$ cat config.mk
export PLATFORM = sky130hd
export DESIGN_NAME = hazard_ctrl_mc
export DESIGN_NICKNAME = d
export VERILOG_FILES = /design/src/rtl/hazard_ctrl_mc_pkg.sv /design/src/rtl/mdu_stall_fsm.sv /design/src/rtl/hazard_ctrl_mc.sv
export SDC_FILE = /design/constraint.sdc
export NUM_CORES = 1
export LEC_CHECK = 0
export ABC_AREA = 0
export ABC_CLOCK_PERIOD_IN_PS = 3850
export BUFFER_PORTS_ARGS = -buffer_cell sky130_fd_sc_hd__buf_2
export CAP_MARGIN = 20
export CORE_MARGIN = 3
export CORE_UTILIZATION = 52
export CTS_CLUSTER_SIZE = 28
export DETAILED_ROUTE_END_ITERATION = 8
export PLACE_DENSITY = 0.88
export SYNTH_ARGS = -nofsm -noshare
export SYNTH_HDL_FRONTEND = slang
export SYNTH_SLANG_ARGS = --single-unit
$ cat constraint.sdc
create_clock -name clk -period 3.85 [get_ports clk]
set_input_delay 0.5775 -clock clk [delete_from_list [all_inputs] [get_ports clk]]
set_output_delay 0.5775 -clock clk [all_outputs]
set_load 0.01 [all_outputs]
$ cat src/rtl/hazard_ctrl_mc_pkg.sv
// hazard_pkg: shared encodings for the hazard controller
package hazard_pkg;
  localparam logic [1:0] WB_MEM = 2'b01;
  localparam logic [1:0] FWD_RF = 2'b00;
  localparam logic [1:0] FWD_W = 2'b01;
  localparam logic [1:0] FWD_M = 2'b10;
  typedef enum logic [1:0] {MDU_IDLE, MDU_BUSY, MDU_DONE} mdu_state_t;
endpackage

$ cat src/rtl/mdu_stall_fsm.sv
// mdu_stall_fsm: holds a multi-cycle mul/div in EX for MDU_LAT cycles
module mdu_stall_fsm
  import hazard_pkg::*;
#(
  parameter int MDU_LAT = 4
) (
  input  logic clk,
  input  logic rst,
  input  logic mdu_E,
  input  logic pc_sel,
  output logic mdu_start,
  output logic mdu_busy
);
  localparam int CW = MDU_LAT > 2 ? $clog2(MDU_LAT - 1) : 1;
  localparam logic [CW-1:0] LOAD = CW'(MDU_LAT > 1 ? MDU_LAT - 2 : 0);
  mdu_state_t state;
  logic [CW-1:0] cnt;
  assign mdu_start = !rst && state == MDU_IDLE && mdu_E && !pc_sel;
  assign mdu_busy = mdu_start || (!rst && state == MDU_BUSY);
  always_ff @(posedge clk) begin
    if (rst) begin
      state <= MDU_IDLE;
      cnt <= '0;
    end else begin
      case (state)
        MDU_IDLE: begin
          if (mdu_E && !pc_sel) state <= MDU_LAT == 1 ? MDU_DONE : MDU_BUSY;
          cnt <= LOAD;
        end
        MDU_BUSY: begin
          if (cnt == '0) state <= MDU_DONE;
          cnt <= cnt - CW'(1);
        end
        default: state <= MDU_IDLE;
      endcase
    end
  end
endmodule

$ cat src/rtl/hazard_ctrl_mc.sv
// hazard_ctrl_mc: forwarding, load-use/MDU stalls, redirect flushes and perf counters
module hazard_ctrl_mc
  import hazard_pkg::*;
#(
  parameter int REG_AW = 5,
  parameter int MDU_LAT = 4,
  parameter int CNT_W = 32
) (
  input  logic              clk,
  input  logic              rst,
  input  logic              RegWriteE,
  input  logic              RegWriteM,
  input  logic              RegWriteW,
  input  logic [1:0]        wbsel_E,
  input  logic              pc_sel,
  input  logic              mdu_E,
  input  logic [REG_AW-1:0] Rs1_D,
  input  logic [REG_AW-1:0] Rs2_D,
  input  logic [REG_AW-1:0] Rs1_E,
  input  logic [REG_AW-1:0] Rs2_E,
  input  logic [REG_AW-1:0] RD_E,
  input  logic [REG_AW-1:0] RD_M,
  input  logic [REG_AW-1:0] RD_W,
  input  logic              rs1_used_D,
  input  logic              rs2_used_D,
  output logic [1:0]        ForwardAE,
  output logic [1:0]        ForwardBE,
  output logic              stallF,
  output logic              stallD,
  output logic              stallE,
  output logic              flushD,
  output logic              flushE,
  output logic              flushM,
  output logic              mdu_start,
  output logic              mdu_busy,
  output logic [CNT_W-1:0]  stall_cnt,
  output logic [CNT_W-1:0]  flush_cnt
);
  logic lwstall, redirect, mstall, lstall;
  logic [CNT_W-1:0] sc_q, fc_q;
  mdu_stall_fsm #(.MDU_LAT(MDU_LAT)) u_fsm (
    .clk(clk),
    .rst(rst),
    .mdu_E(mdu_E),
    .pc_sel(pc_sel),
    .mdu_start(mdu_start),
    .mdu_busy(mdu_busy)
  );
  assign ForwardAE = rst ? FWD_RF
                   : (RegWriteM && RD_M == Rs1_E && Rs1_E != '0) ? FWD_M
                   : (RegWriteW && RD_W == Rs1_E && Rs1_E != '0) ? FWD_W : FWD_RF;
  assign ForwardBE = rst ? FWD_RF
                   : (RegWriteM && RD_M == Rs2_E && Rs2_E != '0) ? FWD_M
                   : (RegWriteW && RD_W == Rs2_E && Rs2_E != '0) ? FWD_W : FWD_RF;
  assign lwstall = wbsel_E == WB_MEM && RegWriteE && RD_E != '0 &&
                   ((rs1_used_D && Rs1_D == RD_E) || (rs2_used_D && Rs2_D == RD_E));
  assign redirect = !rst && pc_sel;
  assign mstall = !rst && !pc_sel && mdu_busy;
  assign lstall = !rst && !pc_sel && !mdu_busy && lwstall;
  assign stallF = mstall || lstall;
  assign stallD = mstall || lstall;
  assign stallE = mstall;
  assign flushD = redirect;
  assign flushE = redirect || lstall;
  assign flushM = mstall;
  assign stall_cnt = rst ? '0 : sc_q;
  assign flush_cnt = rst ? '0 : fc_q;
  always_ff @(posedge clk) begin
    if (rst) begin
      sc_q <= '0;
      fc_q <= '0;
    end else begin
      sc_q <= sc_q + CNT_W'(stallF && !(&sc_q));
      fc_q <= fc_q + CNT_W'(pc_sel && !(&fc_q));
    end
  end
endmodule

==> impl_metrics.tcl <==
set metrics [dict create \
    status "complete, no violations" \
    synth-seq-cells 68 \
    yosysTopAreaCellShare 0.347 \
    synth_commonest_cells "nor2_1, dfxtp_1, nor2b_1" \
    maxSlewViolCount 0 \
    worstRegToRegCells 10 \
    endpoint_kind "flip-flop" \
    die-area_um2 8620 \
    pin_count 122 \
    worstHoldPathType "in -> reg" \
    postRouteAntennaNets 0 \
    grt_max_degree 70 \
    synth_cells 483 \
    cts_root_buffer "clkbuf_8" \
    synth_ff_type "dfxtp_1" \
    period_share 0.785 \
    cts_buffers 9 \
    postSynthAreaPerCell_um2 8.12 \
    yosysWarnings 0 \
    gp_congestion 0.875 \
    worstReg2RegEnd "sc_q[22]" \
    synth_edf_count 0 \
    r2r_start "sc_q[6]" \
    place_hpwl_um 6640 \
    crit_path_start_kind "flip-flop" \
    wl_per_cell_um 12.8 \
    area_growth_pct 20.4 \
    drc 0 \
    htree_levels 3 \
    worst_slack_ns 0.829 \
    critical_path_required_ns 4.04 \
    wirelength_um 8860 \
    nets 643 \
    postCtsHoldBufs 0 \
    grt_pass1_vias 3384 \
    synth_sequential_area_ratio 0.347 \
    placed_cells 680 \
    die_x_um 92.9 \
    cts_resized 0 \
    grt_pass1_wl_um 14600 \
    fin_cells 693 \
    multi_input_comb_area_um2 2410 \
    seq_area_um2 1360 \
    fill_cells 628 \
    first_pass_iters 5 \
    rows 31 \
    grt_use_total 0.205 \
    start_util 0.538 \
    clkSlewWorstSetupHoldPaths_ns 0.07 \
    dp_worst_setup_slack_ns 0.776 \
    grt_overflow_total 0 \
    syn_nets 534 \
    leakagePower_nw 2.02 \
    crit_path_start "sc_q[6]" \
    max_freq_ghz 0.331 \
    post_drt_via_cell_ratio 5.25 \
    drive_above_1_share 0.237 \
    yosysMostFrequentCell "nor2_1" \
    vias 3636 \
    holdPathStages 2 \
    worstSetupPathType "reg -> reg" \
    setup_violations 0 \
    synth.area.top_cells "dfxtp_1, xnor2_1, nor2b_1" \
    max_cap_violations 0 \
    cts_tree "yes" \
    insertion_delay_ns 0.33 \
    cp_data_arrival_time_ns 3.21 \
    clock_sinks 68 \
    drt_iter0_drc 159 \
    core-area_um2 7290 \
    hold_end "u_fsm.cnt[1]" \
    r2r_slack_ns 0.83 \
    worstMarginPinSlew_ns 0.629 \
    power.density_nw_per_um2 281 \
    cp_max_fo 13 \
    ys_types 35 \
    yosysTopAreaCell "dfxtp_1" \
    antenna_found_initial 0 \
    hold_start "rst" \
    syn_area_um2 3920 \
    tns_ns 0 \
    postCtsSetupBuffers 0 \
    slew_headroom 0.581 \
    ir_worst_vdd_uv 237 \
    dieHeight_um 92.9 \
    finalClockSkew_ns 0.0132 \
    n_antenna_cell 0 \
    clockBufferDepth 2 \
    portBuffers 121 \
    min_period_ns 3.02 \
    synth-async-reset-ratio 0 \
    hold_viol 0 \
    rsz0062_at_grt "false" \
]
[stage by stage]
stage	hold WS (ns)	utilization	power, mW	cell area, µm²
floorplan	0.459	-	0.797	3920
global placement	0.477	0.625	0.843	4560
detailed placement	0.488	0.625	0.848	4560
CTS	0.470	0.648	1.35	4720
global route	0.479	0.648	1.39	4720
finish	0.483	0.648	1.33	4720
[report_power, final]
part | total (mW) | leakage [nW] | internal, mW | switching [mW]
clock network | 0.497 | 0.0831 | 0.257 | 0.240
logic | 0.120 | 1.39 | 0.0544 | 0.0652
registers | 0.712 | 0.549 | 0.708 | 0.00414
total | 1.33 | 2.02 | 1.02 | 0.310
[registers in the layout, indices dropped and copies added (netlist names)]
signal and flops:
fc_q 32, u_fsm.state 2, u_fsm.cnt 2, sc_q 32
[final cells by class]
class,count,area share
Clock inverter,2,0.00265
Clock buffer,11,0.0321
Timing Repair Buffer,124,0.134
Sequential cell,68,0.288
Multi-Input combinational cell,380,0.510
Inverter,9,0.00715
Tap cell,99,0.0262
[cell usage in the layout (no fill, tap or decap), types with 3 or more instances in the layout]
| cell type | count |
|---|---|
| a21oi_1 | 5 |
| and3_1 | 7 |
| and4_1 | 10 |
| buf_2 | 120 |
| buf_4 | 4 |
| clkbuf_8 | 11 |
| dfxtp_1 | 68 |
| ha_1 | 5 |
| inv_1 | 9 |
| nand2_1 | 24 |
| nand3_1 | 16 |
| nand4_1 | 30 |
| nor2_1 | 76 |
| nor2b_1 | 67 |
| nor3_1 | 13 |
| nor4_1 | 13 |
| o21ai_0 | 3 |
| or4_1 | 5 |
| xnor2_1 | 54 |
| xor2_1 | 33 |
[worst max path at each step]
| stage | end | slack, ns | cells past startpoint |
|---|---|---|---|
| floorplan | fc_q[24] | 1.13 | 13 |
| global placement | sc_q[30] | 0.90 | 12 |
| detailed placement | sc_q[28] | 0.78 | 12 |
| CTS | sc_q[22] | 0.83 | 10 |
| global route | sc_q[28] | 0.61 | 10 |
| finish | sc_q[22] | 0.83 | 10 |
[kinds of logic after synthesis]
logic type,count (synthesis),share of synthesized area
xor gates and xnor gates,87,0.194
AOI/OAI and AO/OA,12,0.0175
buffers and inverters,35,0.0389
adders and majority gates,5,0.0159
DFF,68,0.347
and+or+nand+nor,276,0.386
[routing by layer]
layer | vias to the layer above | routed length (µm) | GRT usage
met3 | 8 | 557 | 0.0382
met2 | 110 | 4470 | 0.372
met4 | 0 | 116 | 0.0745
met1 | 1686 | 3720 | 0.238
li1 | 1832 | - | -
met5 | - | 0 | 0
[critical path: stages (launching register included)]
cell	delay, ns
dfxtp_1	0.44
and4_1	0.29
nand4_1	0.44
nor4_1	0.49
a21oi_1	0.08
ha_1	0.21
ha_1	0.26
nand4_1	0.32
nor3_1	0.11
xnor2_1	0.17
nor2_1	0.05
(Power assumes the default switching activity.)
